### config.mk
export PLATFORM = sky130hd
export DESIGN_NAME = rng_axi_wr_engine_flat
export DESIGN_NICKNAME = d
export VERILOG_FILES = /design/src/rtl/rng_axi_wr_engine_if.sv /design/src/rtl/rng_axi_wr_engine.sv /design/src/flat_wrapper.sv
export SDC_FILE = /design/constraint.sdc
export NUM_CORES = 1
export LEC_CHECK = 0
export ABC_AREA = 0
export BUFFER_PORTS_ARGS = -buffer_cell sky130_fd_sc_hd__buf_2
export CAP_MARGIN = 5
export CORE_AREA = 2 2 527 529
export DETAILED_ROUTE_END_ITERATION = 8
export DIE_AREA = 0 0 529 531
export PLACE_DENSITY_LB_ADDON = 0.1
export SLEW_MARGIN = 10
export SYNTH_ARGS = -nofsm -noshare
export SYNTH_HDL_FRONTEND = slang
export SYNTH_SLANG_ARGS = --single-unit
### constraint.sdc
create_clock -name clk -period 8.7 [get_ports clk]
set_input_delay 1.74 -clock clk [delete_from_list [all_inputs] [get_ports clk]]
set_output_delay 1.74 -clock clk [all_outputs]
set_load 0.01 [all_outputs]
### src/rtl/rng_axi_wr_engine_if.sv
// AXI4 write-channel bundle (AW, W, B) between the RNG write engine
// and the memory subsystem.
interface rng_axi_wr_engine_if #(
    parameter int DATA_W = 512,
    parameter int ADDR_W = 64,
    parameter int ID_W   = 16
);
    logic [ID_W-1:0]     awid;
    logic [ADDR_W-1:0]   awaddr;
    logic [7:0]          awlen;
    logic [2:0]          awsize;
    logic                awvalid;
    logic                awready;
    logic [DATA_W-1:0]   wdata;
    logic [DATA_W/8-1:0] wstrb;
    logic                wlast;
    logic                wvalid;
    logic                wready;
    logic [ID_W-1:0]     bid;
    logic [1:0]          bresp;
    logic                bvalid;
    logic                bready;

    modport master (
        output awid, awaddr, awlen, awsize, awvalid,
        input  awready,
        output wdata, wstrb, wlast, wvalid,
        input  wready,
        input  bid, bresp, bvalid,
        output bready
    );

    modport slave (
        input  awid, awaddr, awlen, awsize, awvalid,
        output awready,
        input  wdata, wstrb, wlast, wvalid,
        output wready,
        output bid, bresp, bvalid,
        input  bready
    );
endinterface

### src/rtl/rng_axi_wr_engine.sv
// Streams generator words to consecutive memory addresses as AXI4 INCR
// bursts, split at BURST_BEATS and 4 KB boundaries, with bounded outstanding.
module rng_axi_wr_engine #(
    parameter int DATA_W      = 512,
    parameter int ADDR_W      = 64,
    parameter int ID_W        = 16,
    parameter int BURST_BEATS = 64,
    parameter int MAX_OUTST   = 8
) (
    input  logic                clk,
    input  logic                rst,
    input  logic                start_i,
    input  logic [ADDR_W-1:0]   base_addr_i,
    input  logic [31:0]         num_beats_i,
    input  logic [DATA_W-1:0]   in_data_i,
    input  logic                in_valid_i,
    output logic                in_ready_o,
    output logic                busy_o,
    output logic                done_o,
    output logic [31:0]         beats_written_o,
    output logic                resp_err_o,
    rng_axi_wr_engine_if.master axi
);
    localparam int BYTES = DATA_W / 8;
    localparam int SZ    = $clog2(BYTES);
    localparam int LW    = 9;
    localparam int PW    = $clog2(MAX_OUTST);
    localparam int OW    = PW + 1;

    typedef enum logic [1:0] {IDLE, RUN, DRAIN} state_e;

    state_e            state_q, state_d;
    logic [ADDR_W-1:0] addr_q, addr_d;
    logic [31:0]       rem_aw_q, rem_aw_d;
    logic [31:0]       num_q, num_d;
    logic [31:0]       bw_q, bw_d;
    logic              err_q, err_d;
    logic              done_q, done_d;
    logic [OW-1:0]     outst_q, outst_d;
    logic [PW:0]       wr_q, wr_d, rd_q, rd_d;
    logic [LW-1:0]     fifo_q [MAX_OUTST];
    logic              w_act_q, w_act_d;
    logic [LW-1:0]     w_left_q, w_left_d;

    logic [12:0]       bnd_bytes;
    logic [31:0]       bnd_beats;
    logic [31:0]       len32;
    logic [LW-1:0]     len;
    logic              aw_hs, w_hs, b_hs;
    logic              fifo_empty, busy;
    logic              unused_bid;

    // Beats left before the next 4 KB page; a burst may not cross it
    assign bnd_bytes = 13'h1000 - {1'b0, addr_q[11:0]};
    assign bnd_beats = 32'(bnd_bytes >> SZ);

    always_comb begin
        len32 = 32'(BURST_BEATS);
        if (rem_aw_q < len32)
            len32 = rem_aw_q;
        if (bnd_beats < len32)
            len32 = bnd_beats;
    end

    assign len        = LW'(len32);
    assign busy       = (state_q != IDLE);
    assign fifo_empty = (wr_q == rd_q);
    assign unused_bid = ^axi.bid;

    assign axi.awid    = '0;
    assign axi.awsize  = 3'(SZ);
    assign axi.awaddr  = addr_q;
    assign axi.awlen   = 8'(len - LW'(1));
    assign axi.awvalid = (state_q == RUN) && (rem_aw_q != 32'd0)
                         && (outst_q != OW'(MAX_OUTST));

    // W is a pure pass-through of the generator stream while a burst is open
    assign axi.wdata  = in_data_i;
    assign axi.wstrb  = '1;
    assign axi.wvalid = w_act_q & in_valid_i;
    assign axi.wlast  = w_act_q && (w_left_q == LW'(1));
    assign axi.bready = busy;
    assign in_ready_o = w_act_q & axi.wready & in_valid_i;

    assign aw_hs = axi.awvalid & axi.awready;
    assign w_hs  = axi.wvalid & axi.wready;
    assign b_hs  = axi.bvalid & axi.bready;

    always_comb begin
        state_d  = state_q;
        addr_d   = addr_q;
        rem_aw_d = rem_aw_q;
        num_d    = num_q;
        bw_d     = bw_q;
        err_d    = err_q;
        done_d   = 1'b0;
        wr_d     = wr_q;
        rd_d     = rd_q;
        w_act_d  = w_act_q;
        w_left_d = w_left_q;
        outst_d  = outst_q + OW'(aw_hs) - OW'(b_hs);

        unique case (state_q)
            IDLE: begin
                if (start_i) begin
                    addr_d   = base_addr_i;
                    rem_aw_d = num_beats_i;
                    num_d    = num_beats_i;
                    bw_d     = 32'd0;
                    err_d    = 1'b0;
                    if (num_beats_i == 32'd0)
                        done_d = 1'b1;
                    else
                        state_d = RUN;
                end
            end
            RUN: begin
                if (rem_aw_q == 32'd0 && bw_q == num_q)
                    state_d = DRAIN;
            end
            DRAIN: begin
                if (outst_q == '0) begin
                    state_d = IDLE;
                    done_d  = 1'b1;
                end
            end
            default: state_d = IDLE;
        endcase

        if (aw_hs) begin
            addr_d   = addr_q + (ADDR_W'(len) << SZ);
            rem_aw_d = rem_aw_q - 32'(len);
            wr_d     = wr_q + 1'b1;
        end

        if (w_act_q) begin
            if (w_hs) begin
                bw_d     = bw_q + 32'd1;
                w_left_d = w_left_q - LW'(1);
                if (w_left_q == LW'(1))
                    w_act_d = 1'b0;
            end
        end else if (!fifo_empty) begin
            w_act_d  = 1'b1;
            w_left_d = fifo_q[rd_q[PW-1:0]];
            rd_d     = rd_q + 1'b1;
        end

        if (b_hs && axi.bresp != 2'b00)
            err_d = 1'b1;
    end

    always_ff @(posedge clk) begin
        if (aw_hs)
            fifo_q[wr_q[PW-1:0]] <= len;
    end

    always_ff @(posedge clk) begin
        if (!rst) begin
            state_q  <= IDLE;
            addr_q   <= '0;
            rem_aw_q <= '0;
            num_q    <= '0;
            bw_q     <= '0;
            err_q    <= 1'b0;
            done_q   <= 1'b0;
            outst_q  <= '0;
            wr_q     <= '0;
            rd_q     <= '0;
            w_act_q  <= 1'b0;
            w_left_q <= '0;
        end else begin
            state_q  <= state_d;
            addr_q   <= addr_d;
            rem_aw_q <= rem_aw_d;
            num_q    <= num_d;
            bw_q     <= bw_d;
            err_q    <= err_d;
            done_q   <= done_d;
            outst_q  <= outst_d;
            wr_q     <= wr_d;
            rd_q     <= rd_d;
            w_act_q  <= w_act_d;
            w_left_q <= w_left_d;
        end
    end

    assign busy_o          = busy;
    assign done_o          = done_q;
    assign beats_written_o = bw_q;
    assign resp_err_o      = err_q;
endmodule

### src/flat_wrapper.sv
// flat-port wrapper written by rule: the top's interface ports become plain ports
module rng_axi_wr_engine_flat 
#(
    parameter int DATA_W      = 512,
    parameter int ADDR_W      = 64,
    parameter int ID_W        = 16,
    parameter int BURST_BEATS = 64,
    parameter int MAX_OUTST   = 8
)
  (clk, rst, start_i, base_addr_i, num_beats_i, in_data_i, in_valid_i, in_ready_o, busy_o, done_o, beats_written_o, resp_err_o, axi_awid, axi_awaddr, axi_awlen, axi_awsize, axi_awvalid, axi_awready, axi_wdata, axi_wstrb, axi_wlast, axi_wvalid, axi_wready, axi_bid, axi_bresp, axi_bvalid, axi_bready);
  rng_axi_wr_engine_if #(.DATA_W(DATA_W), .ADDR_W(ADDR_W), .ID_W(ID_W)) axi_i ();
  input  logic clk;
  input  logic rst;
  input  logic start_i;
  input  logic [ADDR_W-1:0] base_addr_i;
  input  logic [31:0] num_beats_i;
  input  logic [DATA_W-1:0] in_data_i;
  input  logic in_valid_i;
  output logic in_ready_o;
  output logic busy_o;
  output logic done_o;
  output logic [31:0] beats_written_o;
  output logic resp_err_o;
  output wire logic [$bits(axi_i.awid)-1:0] axi_awid;
  output wire logic [$bits(axi_i.awaddr)-1:0] axi_awaddr;
  output wire logic [$bits(axi_i.awlen)-1:0] axi_awlen;
  output wire logic [$bits(axi_i.awsize)-1:0] axi_awsize;
  output wire logic [$bits(axi_i.awvalid)-1:0] axi_awvalid;
  input wire logic [$bits(axi_i.awready)-1:0] axi_awready;
  output wire logic [$bits(axi_i.wdata)-1:0] axi_wdata;
  output wire logic [$bits(axi_i.wstrb)-1:0] axi_wstrb;
  output wire logic [$bits(axi_i.wlast)-1:0] axi_wlast;
  output wire logic [$bits(axi_i.wvalid)-1:0] axi_wvalid;
  input wire logic [$bits(axi_i.wready)-1:0] axi_wready;
  input wire logic [$bits(axi_i.bid)-1:0] axi_bid;
  input wire logic [$bits(axi_i.bresp)-1:0] axi_bresp;
  input wire logic [$bits(axi_i.bvalid)-1:0] axi_bvalid;
  output wire logic [$bits(axi_i.bready)-1:0] axi_bready;
  assign axi_awid = axi_i.awid;
  assign axi_awaddr = axi_i.awaddr;
  assign axi_awlen = axi_i.awlen;
  assign axi_awsize = axi_i.awsize;
  assign axi_awvalid = axi_i.awvalid;
  assign axi_i.awready = axi_awready;
  assign axi_wdata = axi_i.wdata;
  assign axi_wstrb = axi_i.wstrb;
  assign axi_wlast = axi_i.wlast;
  assign axi_wvalid = axi_i.wvalid;
  assign axi_i.wready = axi_wready;
  assign axi_i.bid = axi_bid;
  assign axi_i.bresp = axi_bresp;
  assign axi_i.bvalid = axi_bvalid;
  assign axi_bready = axi_i.bready;
  rng_axi_wr_engine #(.DATA_W(DATA_W), .ADDR_W(ADDR_W), .ID_W(ID_W), .BURST_BEATS(BURST_BEATS), .MAX_OUTST(MAX_OUTST)) u_core (.clk(clk), .rst(rst), .start_i(start_i), .base_addr_i(base_addr_i), .num_beats_i(num_beats_i), .in_data_i(in_data_i), .in_valid_i(in_valid_i), .in_ready_o(in_ready_o), .busy_o(busy_o), .done_o(done_o), .beats_written_o(beats_written_o), .resp_err_o(resp_err_o), .axi(axi_i));
endmodule
==> out/summary.log, run 1 <==
qor: clocking.worst_setup_hold_path_clk_slew 60 ps
qor: clocking.insertion_delay 670 ps
qor: cells_and_area.layout.cells.most_common_list sky130_fd_sc_hd__buf_2 (215), sky130_fd_sc_hd__nand2_1 (195), sky130_fd_sc_hd__dfxtp_1 (188), sky130_fd_sc_hd__nor2_1 (108), sky130_fd_sc_hd__a21oi_1 (108)
qor: setup_path.crit_path_to axi_awlen[6]
qor: cells_and_area.nets 2582
qor: run_status.outcome finished, final reports clean
qor: global_route.globalRoute.totalOverflow 0
qor: yosys.warnings_from_yosys 0
qor: power_and_ir_drop.p_leak 0.007223 µW
qor: power_and_ir_drop.seq_power_share 27.1%
qor: yosys.syn_area 18990 µm²
qor: power_and_ir_drop.switchingPower 2980 µW
qor: floorplanning.ioPinCount 1340
qor: placement.post-dp-hpwl 93.69 mm
qor: floorplanning.core 275300 µm²
qor: setup_path.worst_setup_path_start_kind flop
qor: setup_path.critical_path.endpoint_type output pin
qor: power_and_ir_drop.power_switching_share 45.99%
qor: flow_run.max_cap_check_violation_count 0
qor: clocking.clock_sinks 261
qor: yosys.postSynthRegisterBits 261
qor: detailed_routing.drt_first_pass_iters 4
qor: yosys.postSynth.asyncResetShare 0%
qor: clocking.tritoncts_clock_tree yes
qor: yosys.synthesis.instances 2215
qor: timing.finalHoldViolations 0
qor: hold_path.hold_class flop to flop
qor: timing.setup_viol 0
qor: setup_path.cp.arrival 5920 ps
qor: detailed_routing.drcViolationCount 0
qor: detailed_routing.wl 117.5 mm
qor: detailed_routing.dr.first_iter.drc_count 727
qor: clocking.cts.htree.levels 2
qor: clocking.clock_tree.buffer_depth 3
qor: global_route.grt_antenna_before_repair 17
qor: yosys.synth-seq-area-share 31.31%
qor: global_route.grt_use_total 8.080%
qor: yosys.yosysUniqueCellTypes 99
qor: global_route.maximum_number_of_pins_on_one_net_before_global_route_repair 107
qor: clocking.ctsRootBufferMaster sky130_fd_sc_hd__clkbuf_16
qor: floorplanning.dieArea 280900 µm²
qor: clocking.cts_hold_buffers 0
qor: timing.period_needed 7658 ps
qor: floorplanning.row_count 193
qor: setup_path.crit_path_start u_core.rem_aw_q[6]
qor: timing.maxClockFrequency 130.6 MHz
qor: timing.setup_tns 0 ps
qor: timing.final_max_slew_viol_count 0
qor: yosys.synth_flop_cell sky130_fd_sc_hd__dfxtp_1
qor: timing.grt_setup_unrepaired false
qor: floorplanning.die_h 531 µm
qor: setup_path.critical_path_peak_fanout 13
qor: detailed_routing.drt-vias-per-instance 2.635
qor: setup_path.reg2reg_setup_slack 1700 ps
qor: cells_and_area.fin_util 7.967%
qor: power_and_ir_drop.vdd_ir_drop_max 0.1372 mV
qor: global_route.grt_pass1_vias 15126
qor: clocking.post_cts_resize_count 0
qor: placement.routabilityCongestion 0.6754
qor: cells_and_area.final_layout_size_suffix_gt1_share 20.87%
qor: setup_path.worst-endpoint-required 6960 ps
qor: power_and_ir_drop.power.combinational.fraction 44.9%
qor: power_and_ir_drop.power.clock.fraction 27.9%
qor: yosys.synth_enable_flop_cells 72
qor: setup_path.crit-reg2reg-launch u_core.rem_aw_q[6]
qor: power_and_ir_drop.cell_internal_pwr 3499 µW
qor: setup_path.worstRegToRegCells 21
qor: global_route.wire_length_of_the_first_global_routing_pass 152.1 mm
qor: floorplanning.start_util 6.898%
qor: placement.io_buffers 216
qor: yosys.postSynthAreaPerCell 8.573 µm²
qor: detailed_routing.wl_per_cell 21.12 µm
qor: timing.finClkSkew 67.60 ps
qor: power_and_ir_drop.pwr_density_cell 295.4 nW/µm²
qor: floorplanning.floorplan.die.width 529 µm
qor: setup_path.timing.rr.end u_core.axi.awaddr[50]
qor: cells_and_area.syn2layout_area_growth 15.50%
qor: clocking.post_cts_setup_driven_buffer_insertion_count 0
qor: timing.max_slew.worst_pin.slew 1062 ps
qor: setup_path.setup.worst_path.class flop to output pin
qor: detailed_routing.via_count 14665
qor: detailed_routing.number_of_nets_with_antenna_violations_after_routing 0
qor: clocking.number_of_buffers_created_by_cts 45
qor: timing.timing.slew.headroom 29.03%
qor: timing.timing.final.crit_share 88.02%
qor: cells_and_area.final_common_cell sky130_fd_sc_hd__buf_2
qor: power_and_ir_drop.power_total 6480 µW
## cells in the mapped netlist, types with 5 or more instances
library cell	n	area, µm²
sky130_fd_sc_hd__buf_4	600	4504
sky130_fd_sc_hd__nand2_1	197	739.5
sky130_fd_sc_hd__dfxtp_1	189	3784
sky130_fd_sc_hd__nor2_1	110	412.9
sky130_fd_sc_hd__a21oi_1	108	540.5
sky130_fd_sc_hd__clkbuf_1	84	315.3
sky130_fd_sc_hd__nand3_1	73	365.4
sky130_fd_sc_hd__edfxtp_1	72	2162
sky130_fd_sc_hd__xor2_1	56	490.5
sky130_fd_sc_hd__o21ai_0	46	230.2
sky130_fd_sc_hd__a31oi_1	40	250.2
sky130_fd_sc_hd__nand4_1	38	237.7
sky130_fd_sc_hd__inv_1	37	138.9
sky130_fd_sc_hd__nor3_1	35	175.2
sky130_fd_sc_hd__nor4_1	33	206.5
sky130_fd_sc_hd__or3_1	33	206.5
sky130_fd_sc_hd__and3_1	32	200.2
sky130_fd_sc_hd__xnor2_1	30	262.8
sky130_fd_sc_hd__ha_1	29	362.9
sky130_fd_sc_hd__o211ai_1	28	210.2
sky130_fd_sc_hd__or4_1	26	195.2
sky130_fd_sc_hd__o311ai_0	22	192.7
sky130_fd_sc_hd__mux4_2	18	405.4
sky130_fd_sc_hd__a22oi_1	16	120.1
sky130_fd_sc_hd__and2_1	16	100.1
sky130_fd_sc_hd__o21a_1	15	112.6
sky130_fd_sc_hd__a21o_1	11	82.58
sky130_fd_sc_hd__buf_1	11	41.29
sky130_fd_sc_hd__mux2i_1	11	110.1
sky130_fd_sc_hd__o31ai_1	10	75.07
sky130_fd_sc_hd__nand2b_1	9	56.30
sky130_fd_sc_hd__or2_2	9	56.30
sky130_fd_sc_hd__a21boi_0	8	60.06
sky130_fd_sc_hd__a221oi_1	8	70.07
sky130_fd_sc_hd__a211oi_1	7	52.55
sky130_fd_sc_hd__nor3b_1	7	52.55
sky130_fd_sc_hd__o211a_1	7	70.07
sky130_fd_sc_hd__o22ai_1	7	43.79
sky130_fd_sc_hd__a211o_1	5	43.79
sky130_fd_sc_hd__mux2_2	5	56.30
sky130_fd_sc_hd__nor2b_1	5	31.28
## cell families after synthesis
family | Yosys count | synth area share [%]
AO/OA/AOI/OAI | 403 | 14.87
other | 2 | 0.03955
adder cells (fa/ha/maj) | 32 | 2.122
flip-flops | 261 | 31.31
AND/OR/NAND/NOR | 658 | 18.11
XOR/XNOR | 86 | 3.967
buffers and inverters | 739 | 26.57
multiplexers | 34 | 3.011
## registers in the layout (all words and copies together) (netlist names), named ones only
signal,flops
u_core.rem_aw_q,32
u_core.w_act_q,1
u_core.num_q,32
u_core.resp_err_o,1
u_core.state_q,2
u_core.outst_q,4
u_core.fifo_q,72
u_core.wr_q,4
u_core.w_left_q,9
u_core.beats_written_o,32
u_core.done_o,1
u_core.axi.awaddr,64
u_core.rd_q,4
## per-layer routing
layer	share of wire, %	vias to the layer above	GRT usage, %
met5	0.12	-	0.3248
met4	4.0	4	3.212
met3	11	260	4.093
met2	47	840	13.53
met1	37	6948	8.561
li1	-	6613	-
## how the worst min path moves through the flow
stage                                    to  cells after the start              start  slack (ps)
final                     u_core.resp_err_o                      2  u_core.resp_err_o         450
after global routing       u_core.num_q[11]                      2   u_core.num_q[11]         490
after CTS                 u_core.resp_err_o                      2  u_core.resp_err_o         460
after detailed placement  u_core.resp_err_o                      2  u_core.resp_err_o         450
after global placement    u_core.resp_err_o                      2  u_core.resp_err_o         450
after floorplan             u_core.num_q[7]                      2    u_core.num_q[7]         450
## power by group through the flow
stage	combinational (µW)	clock, µW	sequential (µW)
3_3_place_gp	3090	0	1800
3_5_place_dp	3060	0	1790
2_1_floorplan	2060	0	1660
5_1_grt	3260	1960	1800
6_report	2910	1810	1760
4_1_cts	3070	1930	1770
## metrics by stage
| step | setup slack (ps) | instances | hold WS, ps | cell area [µm²] |
|---|---|---|---|---|
| floorplan | 2670 | 2316 | 447.8 | 19370 |
| global placement | 1481 | 5479 | 451.5 | 20490 |
| detailed placement | 1509 | 5479 | 453.1 | 20490 |
| CTS | 783.5 | 5562 | 463.9 | 21920 |
| global route | 603.3 | 5562 | 485.3 | 21920 |
| finish | 1042 | 5565 | 455.0 | 21930 |
## worst max-delay path, stage by stage (launching register included)
cell                      delay (ps)
sky130_fd_sc_hd__dfxtp_1         440
sky130_fd_sc_hd__or4_1           580
sky130_fd_sc_hd__nor4_2          730
sky130_fd_sc_hd__and2_1          220
sky130_fd_sc_hd__buf_4           200
sky130_fd_sc_hd__nand2_1          80
sky130_fd_sc_hd__ha_1            310
sky130_fd_sc_hd__a21o_1          160
sky130_fd_sc_hd__a21oi_1         440
sky130_fd_sc_hd__nor2b_1         410
sky130_fd_sc_hd__o21ai_2         250
sky130_fd_sc_hd__o31ai_2         450
sky130_fd_sc_hd__buf_4           270
sky130_fd_sc_hd__inv_1            90
sky130_fd_sc_hd__ha_1            240
sky130_fd_sc_hd__nand3_1         100
sky130_fd_sc_hd__xnor2_1         120
sky130_fd_sc_hd__buf_2           160
## cell type report
cell class,instances,area [µm²]
Fill cell,32231,253400
Multi-Input combinational cell,1316,8463
Sequential cell,261,5947
Tap cell,3607,4513
Timing Repair Buffer,257,1416
Clock buffer,62,1250
Clock inverter,21,187.7
Inverter,38,147.6
Antenna cell,3,7.507
Note: power is estimated with default switching activity, not from simulation.
==> inputs of run 2 (changes only) <==
--- a/config.mk
+++ b/config.mk
@@ -11,7 +11,9 @@
 export CORE_AREA = 2 2 527 529
 export DETAILED_ROUTE_END_ITERATION = 8
 export DIE_AREA = 0 0 529 531
+export HOLD_SLACK_MARGIN = 0.06
 export PLACE_DENSITY_LB_ADDON = 0.1
+export REMOVE_ABC_BUFFERS = 1
 export SLEW_MARGIN = 10
 export SYNTH_ARGS = -nofsm -noshare
 export SYNTH_HDL_FRONTEND = slang
==> run 2 against run 1 <==
Net effect: worst setup slack got worse by 140 ps; cell count is 0.32% lower; critical path depth is 3 lower; critical endpoint is now axi_awlen[7]; first-iteration DRC count increased by 130%; non-clock buffer count is 9 lower.
==> out/summary.log, run 2 (same netlist as run 1, synthesis figures left out) <==
qor: cells_and_area.number_of_flip_flops_in_the_largest_register 72 [unchanged]
qor: power_and_ir_drop.cell_internal_pwr 3539 µW [was 3499 µW]
qor: global_route.grt_use_total 27.56% [was 8.080%]
qor: cells_and_area.filler_cell_count 32271 [was 32231]
qor: detailed_routing.dr.first_iter.drc_count 1683 [was 727]
qor: setup_path.crit_slowest_cell sky130_fd_sc_hd__nor4_2 [unchanged]
qor: global_route.grt_antenna_before_repair 22 [was 17]
qor: power_and_ir_drop.power.combinational.fraction 44.8% [was 44.9%]
qor: detailed_routing.via_count 18033 [was 14665]
qor: detailed_routing.number_of_nets_with_antenna_violations_after_routing 0 [unchanged]
qor: floorplanning.core 275300 µm² [unchanged]
qor: clocking.post_cts_resize_count 0 [unchanged]
qor: floorplanning.dieArea 280900 µm² [unchanged]
qor: cells_and_area.post-route-cell-area 21830 µm² [was 21930 µm²]
qor: floorplanning.ioPinCount 1340 [unchanged]
qor: setup_path.reg2reg_setup_slack 1530 ps [was 1700 ps]
qor: setup_path.sum_of_buffers_and_inverters_on_the_critical_path 3 [was 4]
qor: clocking.clock_tree.buffer_depth 3 [unchanged]
qor: floorplanning.start_util 6.898% [unchanged]
qor: global_route.globalRoute.totalOverflow 0 [unchanged]
qor: power_and_ir_drop.p_leak 0.007170 µW [was 0.007223 µW]
qor: timing.finClkSkew 35.77 ps [was 67.60 ps]
qor: timing.timing.slew.headroom 27.29% [was 29.03%]
qor: detailed_routing.drcViolationCount 0 [unchanged]
qor: cells_and_area.final_common_cell sky130_fd_sc_hd__buf_2 [unchanged]
qor: floorplanning.floorplan.die.width 529 µm [unchanged]
qor: clocking.cts.htree.levels 2 [unchanged]
qor: timing.finalHoldViolations 0 [unchanged]
qor: power_and_ir_drop.power.clock.fraction 28.3% [was 27.9%]
qor: setup_path.cp_top_family simple AND/OR/NAND/NOR gates [unchanged]
qor: placement.io_buffers 216 [unchanged]
qor: setup_path.critical_path_cell_by_cell or4_1 -> nor4_2 -> and2_1 -> nand2_1 -> ha_1 -> nand3_1 -> a21oi_1 -> nand2b_1 -> a21oi_4 -> a21oi_2 -> inv_1 -> buf_4 -> nor3_1 -> buf_2 [was or4_1 -> nor4_2 -> and2_1 -> buf_4 -> nand2_1 -> ha_1 -> a21o_1 -> a21oi_1 -> nor2b_1 -> o21ai_2 -> o31ai_2 -> buf_4 -> inv_1 -> ha_1 -> nand3_1 -> xnor2_1 -> buf_2]
qor: clocking.clock_sinks 261 [unchanged]
qor: setup_path.cp.arrival 6060 ps [was 5920 ps]
qor: power_and_ir_drop.seq_power_share 26.9% [was 27.1%]
qor: power_and_ir_drop.power_switching_share 46.18% [was 45.99%]
qor: hold_path.hold_class flop to flop [unchanged]
qor: run_status.outcome finished, final reports clean [unchanged]
qor: timing.grt_setup_unrepaired false [unchanged]
qor: global_route.grt_pass1_vias 15407 [was 15126]
qor: floorplanning.die_h 531 µm [unchanged]
qor: timing.timing.final.crit_share 89.68% [was 88.02%]
qor: clocking.ctsRootBufferMaster sky130_fd_sc_hd__clkbuf_16 [unchanged]
qor: placement.routabilityCongestion 1.326 [was 0.6754]
qor: detailed_routing.wl_per_cell 72.11 µm [was 21.12 µm]
qor: detailed_routing.drt_first_pass_iters 6 [was 4]
qor: timing.period_needed 7802 ps [was 7658 ps]
qor: timing.final_max_slew_viol_count 0 [unchanged]
qor: clocking.insertion_delay 650 ps [was 670 ps]
qor: setup_path.setup.worst_path.class flop to output pin [unchanged]
qor: power_and_ir_drop.vdd_ir_drop_max 0.1255 mV [was 0.1372 mV]
qor: clocking.post_cts_setup_driven_buffer_insertion_count 0 [unchanged]
qor: clocking.number_of_buffers_created_by_cts 43 [was 45]
qor: timing.max_slew.worst_pin.slew 1091 ps [was 1062 ps]
qor: power_and_ir_drop.switchingPower 3037 µW [was 2980 µW]
qor: clocking.worst_setup_hold_path_clk_slew 60 ps [about the same]
qor: setup_path.worst_setup_path_start_kind flop [unchanged]
qor: timing.setup_viol 0 [unchanged]
qor: cells_and_area.syn2layout_area_growth 14.97% [was 15.50%]
qor: timing.setup_tns 0 ps [unchanged]
qor: setup_path.worst-endpoint-required 6960 ps [about the same]
qor: setup_path.maximum_single_stage_delay_on_the_critical_path 660 ps [was 730 ps]
qor: cells_and_area.layout.cells.most_common_list sky130_fd_sc_hd__buf_2 (216), sky130_fd_sc_hd__nand2_1 (195), sky130_fd_sc_hd__dfxtp_1 (188), sky130_fd_sc_hd__nor2_1 (108), sky130_fd_sc_hd__a21oi_1 (108) [was sky130_fd_sc_hd__buf_2 (215), sky130_fd_sc_hd__nand2_1 (195), sky130_fd_sc_hd__dfxtp_1 (188), sky130_fd_sc_hd__nor2_1 (108), sky130_fd_sc_hd__a21oi_1 (108)]
qor: timing.maxClockFrequency 128.2 MHz [was 130.6 MHz]
qor: power_and_ir_drop.pwr_density_cell 301.2 nW/µm² [was 295.4 nW/µm²]
qor: global_route.wire_length_of_the_first_global_routing_pass 436.2 mm [was 152.1 mm]
qor: global_route.maximum_number_of_pins_on_one_net_before_global_route_repair 92 [was 107]
qor: detailed_routing.wl 400.0 mm [was 117.5 mm]
qor: placement.post-dp-hpwl 375.7 mm [was 93.69 mm]
qor: clocking.tritoncts_clock_tree yes [unchanged]
qor: detailed_routing.drt-vias-per-instance 3.251 [was 2.635]
qor: setup_path.critical_path_peak_fanout 13 [unchanged]
qor: floorplanning.row_count 193 [unchanged]
qor: setup_path.critical_path.endpoint_type output pin [unchanged]
qor: cells_and_area.nets 2571 [was 2582]
qor: flow_run.max_cap_check_violation_count 0 [unchanged]
qor: cells_and_area.final_layout_size_suffix_gt1_share 20.68% [was 20.87%]
qor: clocking.cts_hold_buffers 0 [unchanged]
qor: placement.placedInstanceArea 20410 µm² [was 20490 µm²]
==> run 2: cell types whose count changed in the layout (fill, tap and decap cells not counted), sizes merged <==
cell	previous run	this run
inv	40	38
clkinv	17	13
buf	257	248
clkbuf	62	59
diode	3	1
bufinv	1	3
==> run 2: worst paths after layout <==
kind,start,to,cells past startpoint
max,u_core.rem_aw_q[6],axi_awlen[7],14
min,u_core.resp_err_o,u_core.resp_err_o,2
max reg2reg,u_core.rem_aw_q[6],u_core.rem_aw_q[20],21
min reg2reg,u_core.resp_err_o,u_core.resp_err_o,2
==> run 2: cell type report <==
class | count | area, µm² | area share, %
Antenna cell | 1 | 2.502 | 0.01146
Clock buffer | 59 | 1236 | 5.663
Clock inverter | 17 | 185.2 | 0.8482
Inverter | 38 | 147.6 | 0.6763
Multi-Input combinational cell | 1316 | 8478 | 38.84
Sequential cell | 261 | 5947 | 27.24
Tap cell | 3607 | 4513 | 20.67
Timing Repair Buffer | 248 | 1321 | 6.052
==> run 2: layer usage <==
layer | up-vias | part of all wire [%] | track usage, %
li1 | 6580 | - | -
met1 | 8089 | 11 | 8.121
met2 | 3012 | 49 | 47.81
met3 | 256 | 33 | 43.15
met4 | 96 | 6.3 | 14.30
met5 | - | 1.1 | 11.49
==> run 2: power by group through the flow <==
stage	sequential, µW	clock, µW	combinational, µW
after floorplan	1710	0	1650
after global placement	1800	0	3040
after detailed placement	1790	0	3010
after CTS	1770	1930	3020
after global routing	1800	1950	3210
final	1770	1860	2950
==> run 2: through the flow <==
step	power [µW]	hold WS (ps)	utilization, %	worst slack [ps]	instances
6_report	6576	462.8	7.930	898.0	5547
5_1_grt	6959	494.9	7.929	580.7	5546
3_3_place_gp	4836	453.6	7.413	1362	5470
2_1_floorplan	3364	447.8	-	2157	1615
4_1_cts	6717	463.8	7.929	788.5	5546
3_5_place_dp	4800	449.1	7.413	1432	5470
==> run 2: worst register-to-register path: stages, from the launching register on <==
cell and delay (ps):
sky130_fd_sc_hd__dfxtp_1 460, sky130_fd_sc_hd__or4_1 610, sky130_fd_sc_hd__nor4_2 660, sky130_fd_sc_hd__and2_1 600, sky130_fd_sc_hd__nand2_1 200, sky130_fd_sc_hd__ha_1 370, sky130_fd_sc_hd__nand3_1 160, sky130_fd_sc_hd__or2_2 360
sky130_fd_sc_hd__o21ai_2 510, sky130_fd_sc_hd__nand3_1 170, sky130_fd_sc_hd__o31ai_2 150, sky130_fd_sc_hd__buf_4 210, sky130_fd_sc_hd__ha_1 170, sky130_fd_sc_hd__inv_1 70, sky130_fd_sc_hd__ha_1 170, sky130_fd_sc_hd__inv_1 60
sky130_fd_sc_hd__a21o_1 180, sky130_fd_sc_hd__o22ai_2 150, sky130_fd_sc_hd__a41oi_1 440, sky130_fd_sc_hd__nand4_2 550, sky130_fd_sc_hd__or4_1 670, sky130_fd_sc_hd__a31oi_1 170
